<file path="config.mk">
export PLATFORM = sky130hd
export DESIGN_NAME = mult_div_unit
export DESIGN_NICKNAME = d
export VERILOG_FILES = /design/src/rtl/mult_div_unit.sv
export SDC_FILE = /design/constraint.sdc
export NUM_CORES = 1
export LEC_CHECK = 0
export CORE_ASPECT_RATIO = 0.75
export CORE_MARGIN = 3
export CORE_UTILIZATION = 55
export DETAILED_ROUTE_END_ITERATION = 12
export PLACE_DENSITY = 0.87
export SYNTH_ARGS = -nofsm -noshare
export SYNTH_HDL_FRONTEND = slang
export SYNTH_SLANG_ARGS = --single-unit
</file>
<file path="constraint.sdc">
create_clock -name CLK -period 3.45 [get_ports CLK]
set_input_delay 0.69 -clock CLK [delete_from_list [all_inputs] [get_ports CLK]]
set_output_delay 0.69 -clock CLK [all_outputs]
set_load 0.005 [all_outputs]
</file>
<file path="src/rtl/mult_div_unit.sv">
// mult_div_unit: iterative radix-2 HI/LO multiply/divide unit (shift-add multiply, restoring divide).
// Signed MULT/DIV and their sign fixup are built only when MDU_SIGNED_EN is defined.
module mult_div_unit #(
  parameter int WIDTH = 32
) (
  input  logic             CLK,
  input  logic             RST,
  input  logic             start,
  input  logic [1:0]       op,
  input  logic [WIDTH-1:0] a,
  input  logic [WIDTH-1:0] b,
  input  logic             hi_we,
  input  logic             lo_we,
  input  logic [WIDTH-1:0] wdata,
  output logic             busy,
  output logic             done,
  output logic             div_by_zero,
  output logic [WIDTH-1:0] hi,
  output logic [WIDTH-1:0] lo
);

  localparam int CntW = $clog2(WIDTH);

  typedef enum logic [1:0] {IDLE, CALC, FIXUP} stateT;

  stateT state, nextState;

  logic [CntW-1:0]  cnt;
  logic             isDiv;
  logic             bZero;
  logic             lastStep;
  logic             accept;
  logic [WIDTH-1:0] bReg;
  logic [WIDTH-1:0] accHi;
  logic [WIDTH-1:0] accLo;
  logic [WIDTH-1:0] aMag;
  logic [WIDTH-1:0] bMag;
  logic [WIDTH-1:0] stepHi;
  logic [WIDTH-1:0] stepLo;
  logic [WIDTH-1:0] resHi;
  logic [WIDTH-1:0] resLo;
  logic [WIDTH:0]   mulSum;
  logic [WIDTH:0]   divShift;
  logic [WIDTH-1:0] divDiff;
  logic             divFits;

  assign accept   = (state == IDLE) && start;
  assign lastStep = (cnt == CntW'(WIDTH - 1));

`ifdef MDU_SIGNED_EN
  logic               aNeg;
  logic               bNeg;
  logic               signA;
  logic               signB;
  logic [2*WIDTH-1:0] prodMag;
  logic [2*WIDTH-1:0] prodNeg;

  always_comb begin
    aNeg = op[0] & a[WIDTH-1];
    bNeg = op[0] & b[WIDTH-1];
    aMag = aNeg ? -a : a;
    bMag = bNeg ? -b : b;
  end

  always_ff @(posedge CLK) begin
    if (!RST) begin
      signA <= 1'b0;
      signB <= 1'b0;
    end else if (accept) begin
      signA <= aNeg;
      signB <= bNeg;
    end
  end

  // Quotient keeps all ones on divide-by-zero; remainder always takes the dividend's sign.
  always_comb begin
    prodMag = {accHi, accLo};
    prodNeg = -prodMag;
    resHi   = accHi;
    resLo   = accLo;
    if (isDiv) begin
      if (signA) resHi = -accHi;
      if (bZero) resLo = '1;
      else if (signA ^ signB) resLo = -accLo;
    end else if (signA ^ signB) begin
      resHi = prodNeg[2*WIDTH-1:WIDTH];
      resLo = prodNeg[WIDTH-1:0];
    end
  end
`else
  logic unusedOp;

  assign unusedOp = op[0];
  assign aMag     = a;
  assign bMag     = b;
  assign resHi    = accHi;
  assign resLo    = accLo;
`endif

  // One radix-2 step; a zero divisor naturally yields quotient all ones and remainder = dividend.
  always_comb begin
    mulSum   = {1'b0, accHi} + (accLo[0] ? {1'b0, bReg} : {(WIDTH+1){1'b0}});
    divShift = {accHi, accLo[WIDTH-1]};
    divFits  = (divShift >= {1'b0, bReg});
    divDiff  = divShift[WIDTH-1:0] - bReg;
    if (isDiv) begin
      stepHi = divFits ? divDiff : divShift[WIDTH-1:0];
      stepLo = {accLo[WIDTH-2:0], divFits};
    end else begin
      stepHi = mulSum[WIDTH:1];
      stepLo = {mulSum[0], accLo[WIDTH-1:1]};
    end
  end

  always_ff @(posedge CLK) begin
    if (!RST) state <= IDLE;
    else      state <= nextState;
  end

  always_comb begin
    nextState = state;
    case (state)
      IDLE:    if (start) nextState = CALC;
      CALC:    if (lastStep) nextState = FIXUP;
      FIXUP:   nextState = IDLE;
      default: nextState = IDLE;
    endcase
  end

  always_comb begin
    busy = (state != IDLE);
  end

  always_ff @(posedge CLK) begin
    if (!RST) begin
      cnt   <= '0;
      isDiv <= 1'b0;
      bZero <= 1'b0;
      bReg  <= '0;
      accHi <= '0;
      accLo <= '0;
    end else begin
      case (state)
        IDLE: begin
          if (start) begin
            cnt   <= '0;
            isDiv <= op[1];
            bZero <= (b == '0);
            bReg  <= bMag;
            accHi <= '0;
            accLo <= aMag;
          end
        end
        CALC: begin
          cnt   <= cnt + CntW'(1);
          accHi <= stepHi;
          accLo <= stepLo;
        end
        default: ;
      endcase
    end
  end

  // Architectural HI/LO only change on idle MTHI/MTLO writes or in FIXUP.
  always_ff @(posedge CLK) begin
    if (!RST) begin
      hi          <= '0;
      lo          <= '0;
      done        <= 1'b0;
      div_by_zero <= 1'b0;
    end else begin
      done <= (state == FIXUP);
      if (state == IDLE) begin
        if (hi_we) hi <= wdata;
        if (lo_we) lo <= wdata;
        if (start) div_by_zero <= 1'b0;
      end else if (state == FIXUP) begin
        hi          <= resHi;
        lo          <= resLo;
        div_by_zero <= isDiv & bZero;
      end
    end
  end

endmodule

</file>
==> results.json, run 1 <==
{
  "outcome": "completed",
  "cts_buffers": 17,
  "yosys_register_bits": 171,
  "htreeDepth": 4,
  "criticalPathCategory": "reg2reg",
  "drv_cap": 0,
  "grt_max_degree": 96,
  "critPathCapture": "accHi[28]",
  "path_max_fanout": 13,
  "rsz0062_at_grt": "no",
  "overflow": 0,
  "dr.pass1.iters": 6,
  "path_clk_slew_ns": 0.07,
  "port_buffers": 168,
  "setup_viol": 0,
  "final_area_um2": 14300,
  "drc_errors": 0,
  "hold_path_class": "reg2reg",
  "hold_slack_ns": 0.474,
  "grt.total_usage_pct": 31.5,
  "ir_drop_mv": 0.341,
  "synth_fp_nets": 1696,
  "leakage_nw": 6.17,
  "worstPathRequired_ns": 3.80,
  "dpl_cell_area_um2": 13700,
  "routed_via_density": 6.19,
  "drt_wl_total_mm": 36.7,
  "vias": 12200,
  "first_global_vias": 11500,
  "crit_family": "compound AO/OA/AOI/OAI gates",
  "synthesis.area_um2": 11500,
  "dieArea_um2": 22700,
  "synth_top_flop_cell": "dfxtp_1",
  "fmax_mhz": 301,
  "reg2reg_slack_ns": 0.13,
  "min_period_over_period_pct": 96.2,
  "fp.dieH_um": 131,
  "final-max-slew-violation-count": 0,
  "nets": 1848,
  "p_per_area_nw_per_um2": 399,
  "synth_edf_count": 0,
  "start_kind": "flop",
  "place_congestion": 0.994,
  "skew_ns": 0.0138,
  "syn_inst": 1525,
  "antenna_found_initial": 0,
  "drt_iter0_markers": 1316,
  "layout-drive-gt1-share_pct": 8.17,
  "cpMaxStageDelayCell": "a2111o_1",
  "start_util_pct": 56.3,
  "cts-root-buf": "clkbuf_16",
  "cts_sinks": 171,
  "final_common_cell": "nand2_1",
  "place_ws_ns": 0.0160,
  "clockBufferDepth": 2,
  "critPathMaxStageDelay_ns": 0.43,
  "placementRows": 45,
  "post_drt_wl_per_cell_um": 18.6,
  "worst_pin_slew_ns": 0.807,
  "crit_chain": "buf_4, buf_4, and2_1, ha_1, a2111o_1, a2111oi_1, nor2_1, a41oi_1, a21oi_2, a311oi_1, mux2_2, o31ai_1",
  "antenna_cells": 0,
  "synthToLayoutAreaGrowth_pct": 24.8,
  "slew_headroom_pct": 45.7,
  "num_io_pins": 170,
  "crit_path_end_kind": "flop",
  "setup_slack_ns": 0.131,
  "insertion_delay_ns": 0.45,
  "totalNegativeSetupSlack_ns": 0,
  "cp_common_cell": "buf_4",
  "yosysSeqAreaShare_pct": 29.8,
  "core_area_um2": 20400,
  "yosysWarningCount": 0,
  "reg2reg_to": "accHi[28]",
  "path_buf_inv": 2,
  "cts_tree": "built",
  "syn_avg_cell_area_um2": 7.53,
  "period_minus_slack_ns": 3.32,
  "worst-path-stages": 12,
  "worstRegToRegCells": 12,
  "synthArstFlopShare_pct": 0,
  "r2r_start": "accLo[0]",
  "grt_pass1_wl_mm": 59.7,
  "hold_viol_final": 0,
  "ys_types": 73,
  "antenna_left": 0,
  "total_power_w": 0.00571,
  "fp.dieW_um": 173,
  "n_fill_cell": 1641,
  "worst_ep_arrival_time_ns": 3.67,
  "dp_hpwl_mm": 26.5,
  "mostFrequentLayoutCells": "nand2_1, dfxtp_1, clkdlybuf4s50_1",
  "startpoint": "accLo[0]"
}
## cells by family after synthesis
family | Yosys count | synth area share [%]
simple gates | 586 | 23.2
compound gates | 449 | 25.9
flops | 171 | 29.8
buf+inv | 150 | 5.13
fa+ha+maj | 68 | 7.54
mux | 54 | 4.77
xor+xnor | 47 | 3.59
## sequential cells by signal, summed over array words and instances (netlist names), 2 cells and up
signal	count
accHi	32
accLo	32
bReg	32
hi	32
lo	32
cnt	5
state	2
## through the flow
stage	utilization, %	instances
global placement	67.0	1940
finish	70.3	1971
CTS	70.0	1971
detailed placement	67.0	1940
global route	70.3	1971
floorplan	-	1525
## synthesized netlist by cell type, types with 12 or more instances
cell	count	share of area, %
xor2_1	17	1.3
and2_1	45	2.5
o211ai_1	12	0.78
o21ai_0	113	4.9
a21o_1	29	1.9
clkbuf_1	82	2.7
a21oi_1	71	3.1
inv_1	52	1.7
a21boi_0	38	2.5
nand2_1	321	10
mux2i_1	48	4.2
dfxtp_1	171	30
a31oi_1	73	4.0
nand3_1	45	2.0
and3_1	37	2.0
nor2b_1	12	0.65
nor3_1	16	0.70
ha_1	66	7.2
xnor2_1	30	2.3
nor2_1	61	2.0
## layout make-up
| type | count | area (um^2) | share of cell area, % |
|---|---|---|---|
| repair buffers | 231 | 2190 | 15.3 |
| flip-flops and latches | 171 | 3430 | 23.9 |
| inverters | 52 | 195 | 1.36 |
| clock inverters | 14 | 184 | 1.28 |
| multi-input cells | 1204 | 7550 | 52.7 |
| well taps | 282 | 353 | 2.46 |
| clock buffers | 17 | 425 | 2.97 |
## worst min path at each step
stage / start / endpoint / slack, ns / cells after the start
2_1_floorplan: cnt[3] / cnt[3] / 0.41 / 1
3_3_place_gp: cnt[3] / cnt[3] / 0.43 / 1
3_5_place_dp: cnt[3] / cnt[3] / 0.46 / 1
4_1_cts: cnt[3] / cnt[3] / 0.47 / 1
5_1_grt: cnt[3] / cnt[3] / 0.51 / 1
6_report: cnt[3] / cnt[3] / 0.47 / 1
## layer usage
metal	part of all wire, %	track usage, %
met5	0	0
met4	3.8	11.7
met2	44	48.6
met3	8.4	5.34
met1	44	44.3
## repair_timing
item	4_1_cts	5_1_grt
setup buffers	0	0
resized for setup	2	8
endpoints found under the setup margin	2	12
hold buffers	0	0
## power by group
part / internal, W / switching, W / leakage, nW
Combinational: 0.000669 / 0.000767 / 4.47
Sequential: 0.00211 / 0.000136 / 1.41
Clock: 0.00110 / 0.000928 / 0.294
Total: 0.00388 / 0.00183 / 6.17
Note: power is estimated with default switching activity, not from simulation.
==> run 2: changes to the inputs <==
Settings changed: ABC_CLOCK_PERIOD_IN_PS from default to 3450.
==> results of run 2 <==
No change in the layout: final DEF, timing and power equal those of run 1.
==> run 3: changes to the inputs <==
Settings changed: CORE_MARGIN 3 to default.
==> run 3 against run 2 <==
  * Die area is 5.3% lower
  * Power is 1.1% lower
  * Register-to-register slack worse by 0.03 ns
  * Maximum frequency is 0.77% lower
  * Sequential share of layout area is 0.060 points higher
  * Sequential cell count stayed put
  * Utilization hardly changed
  * Hold slack worse by 0.0092 ns
  * First-iteration DRC count is 2.4% lower
  * Global-route usage is 1.5 points higher
  * Clock-buffer cell count is 1 higher
  * Setup slack worse by 0.026 ns
==> results.json, run 3 (synthesis results as in run 1) <==
{
  "outcome": "completed",
  "setup_slack_ns": 0.106,
  "period_minus_slack_ns": 3.34,
  "p_int_w": 0.00378,
  "start_util_pct": 56.5,
  "worst_pin_slew_ns": 0.902,
  "antenna_left": 0,
  "holdPathStages": 1,
  "skew_ns": 0.0153,
  "min_period_over_period_pct": 96.9,
  "dr.pass1.iters": 6,
  "hold_buffers": 0,
  "hold_path_class": "reg2reg",
  "power.net_switching_w": 0.00187,
  "reg2reg_slack_ns": 0.11,
  "insertion_delay_ns": 0.45,
  "drt_iter0_markers": 1285,
  "nets": 1841,
  "crit_path_end_kind": "flop",
  "routed_via_density": 6.18,
  "p_per_area_nw_per_um2": 396,
  "grt.total_usage_pct": 33.0,
  "start_kind": "flop",
  "htreeDepth": 4,
  "mostFrequentLayoutCells": "nand2_1, dfxtp_1, clkdlybuf4s50_1",
  "cts-root-buf": "clkbuf_16",
  "fp.dieH_um": 127,
  "setup_viol": 0,
  "cts_tree": "built",
  "criticalPathCategory": "reg2reg",
  "hold_viol_final": 0,
  "path_max_fanout": 9,
  "dpl_cell_area_um2": 13600,
  "first_global_vias": 11000,
  "drv_cap": 0,
  "pwr-share-seq_pct": 39.7,
  "multi_input_area_um2": 7540,
  "worst_ep_arrival_time_ns": 3.65,
  "n_fill_cell": 1596,
  "ir_drop_mv": 0.370,
  "cts_buffers": 17,
  "post_drt_wl_per_cell_um": 18.3,
  "fmax_mhz": 299,
  "slew_headroom_pct": 39.9,
  "fp.dieW_um": 169,
  "leakage_nw": 6.12,
  "synthToLayoutAreaGrowth_pct": 24.4,
  "layout-drive-gt1-share_pct": 7.90,
  "path_clk_slew_ns": 0.07,
  "final-max-slew-violation-count": 0,
  "register_area_um2": 3430,
  "antenna_found_initial": 0,
  "core_area_um2": 20300,
  "startpoint": "accLo[0]",
  "vias": 12100,
  "overflow": 0,
  "worstPathRequired_ns": 3.75,
  "clockBufferDepth": 2,
  "grt_pass1_wl_mm": 56.8,
  "r2r_start": "accLo[0]",
  "p_clk_share_pct": 34.8,
  "port_buffers": 168,
  "num_io_pins": 170,
  "swShare_pct": 33.1,
  "placementRows": 45,
  "grt_max_degree": 114,
  "place_ws_ns": 0.105,
  "dp_hpwl_mm": 25.8,
  "drt_wl_total_mm": 35.9,
  "antenna_cells": 0,
  "drc_errors": 0,
  "cts_sinks": 171,
  "final_common_cell": "nand2_1",
  "dieArea_um2": 21500,
  "place_congestion": 1.01,
  "final_area_um2": 14300,
  "worstRegToRegCells": 14,
  "hold_slack_ns": 0.465,
  "comb_power_share_pct": 25.5,
  "min-delay-start": "cnt[3]"
}
[run 3: changes by cell type in the layout (fill, tap and decap cells not counted), moves of 2 or more]
cell and delta:
inv_8 -2, bufinv_16 -2, clkinv_8 +4, clkinvlp_4 -2, clkinv_4 +3, buf_4 -8
[run 3: worst paths after layout]
kind / end
worst min-delay path: cnt[3]
worst max-delay path: accHi[29]
worst min register to register: cnt[3]
worst max register to register: accHi[29]
[run 3: power by group through the flow]
stage	Combinational, W	Clock [W]	Sequential, W
2_1_floorplan	0.000888	0	0.00224
3_3_place_gp	0.00136	0	0.00227
3_5_place_dp	0.00139	0	0.00228
4_1_cts	0.00140	0.00196	0.00223
5_1_grt	0.00156	0.00204	0.00225
6_report	0.00144	0.00197	0.00224
[run 3: metal layers]
layer / up-vias / wire length, um / global-route usage (%) / share of wire [%]
li1: 5722 / - / - / -
met3: 74 / 3140 / 4.96 / 8.7
met1: 5707 / 15800 / 44.9 / 44
met2: 633 / 16000 / 53.2 / 45
met5: - / 0 / 0 / 0
met4: 0 / 980 / 11.6 / 2.7
[run 3: timing repair]
item / 4_1_cts / 5_1_grt
buffers inserted: 0 / 0
gates resized for setup: 0 / 10
setup endpoints to repair: 0 / 11
hold endpoints to repair: 0 / 0
[run 3: area by class of cell]
| type | count | share of cell area (%) |
|---|---|---|
| Tap cell | 282 | 2.47 |
| Inverter | 52 | 1.37 |
| Clock buffer | 18 | 3.08 |
| Sequential cell | 171 | 24.0 |
| Multi-Input combinational cell | 1204 | 52.8 |
| Clock inverter | 14 | 1.21 |
| Timing Repair Buffer | 224 | 15.1 |
[run 3: critical path, cell delays in order, from the launching register on]
cell and delay (ns):
dfxtp_1 0.34, buf_12 0.14, buf_4 0.16, and2_1 0.14, ha_1 0.30, o21a_1 0.21
o21ai_0 0.23, a21oi_2 0.09, buf_4 0.18, a221oi_2 0.41, o21ai_2 0.17, a31o_2 0.30
a21oi_1 0.18, mux2i_1 0.24, nand3_1 0.10
[run 3: per-stage QoR]
stage / utilization [%] / cells / setup TNS (ns) / power, W
finish: 70.3 / 1965 / 0 / 0.00565
floorplan: - / 1525 / 0 / 0.00313
global placement: 67.0 / 1933 / 0 / 0.00363
CTS: 70.0 / 1965 / 0 / 0.00560
detailed placement: 67.0 / 1933 / 0 / 0.00367
global route: 70.3 / 1965 / -0.0355 / 0.00585
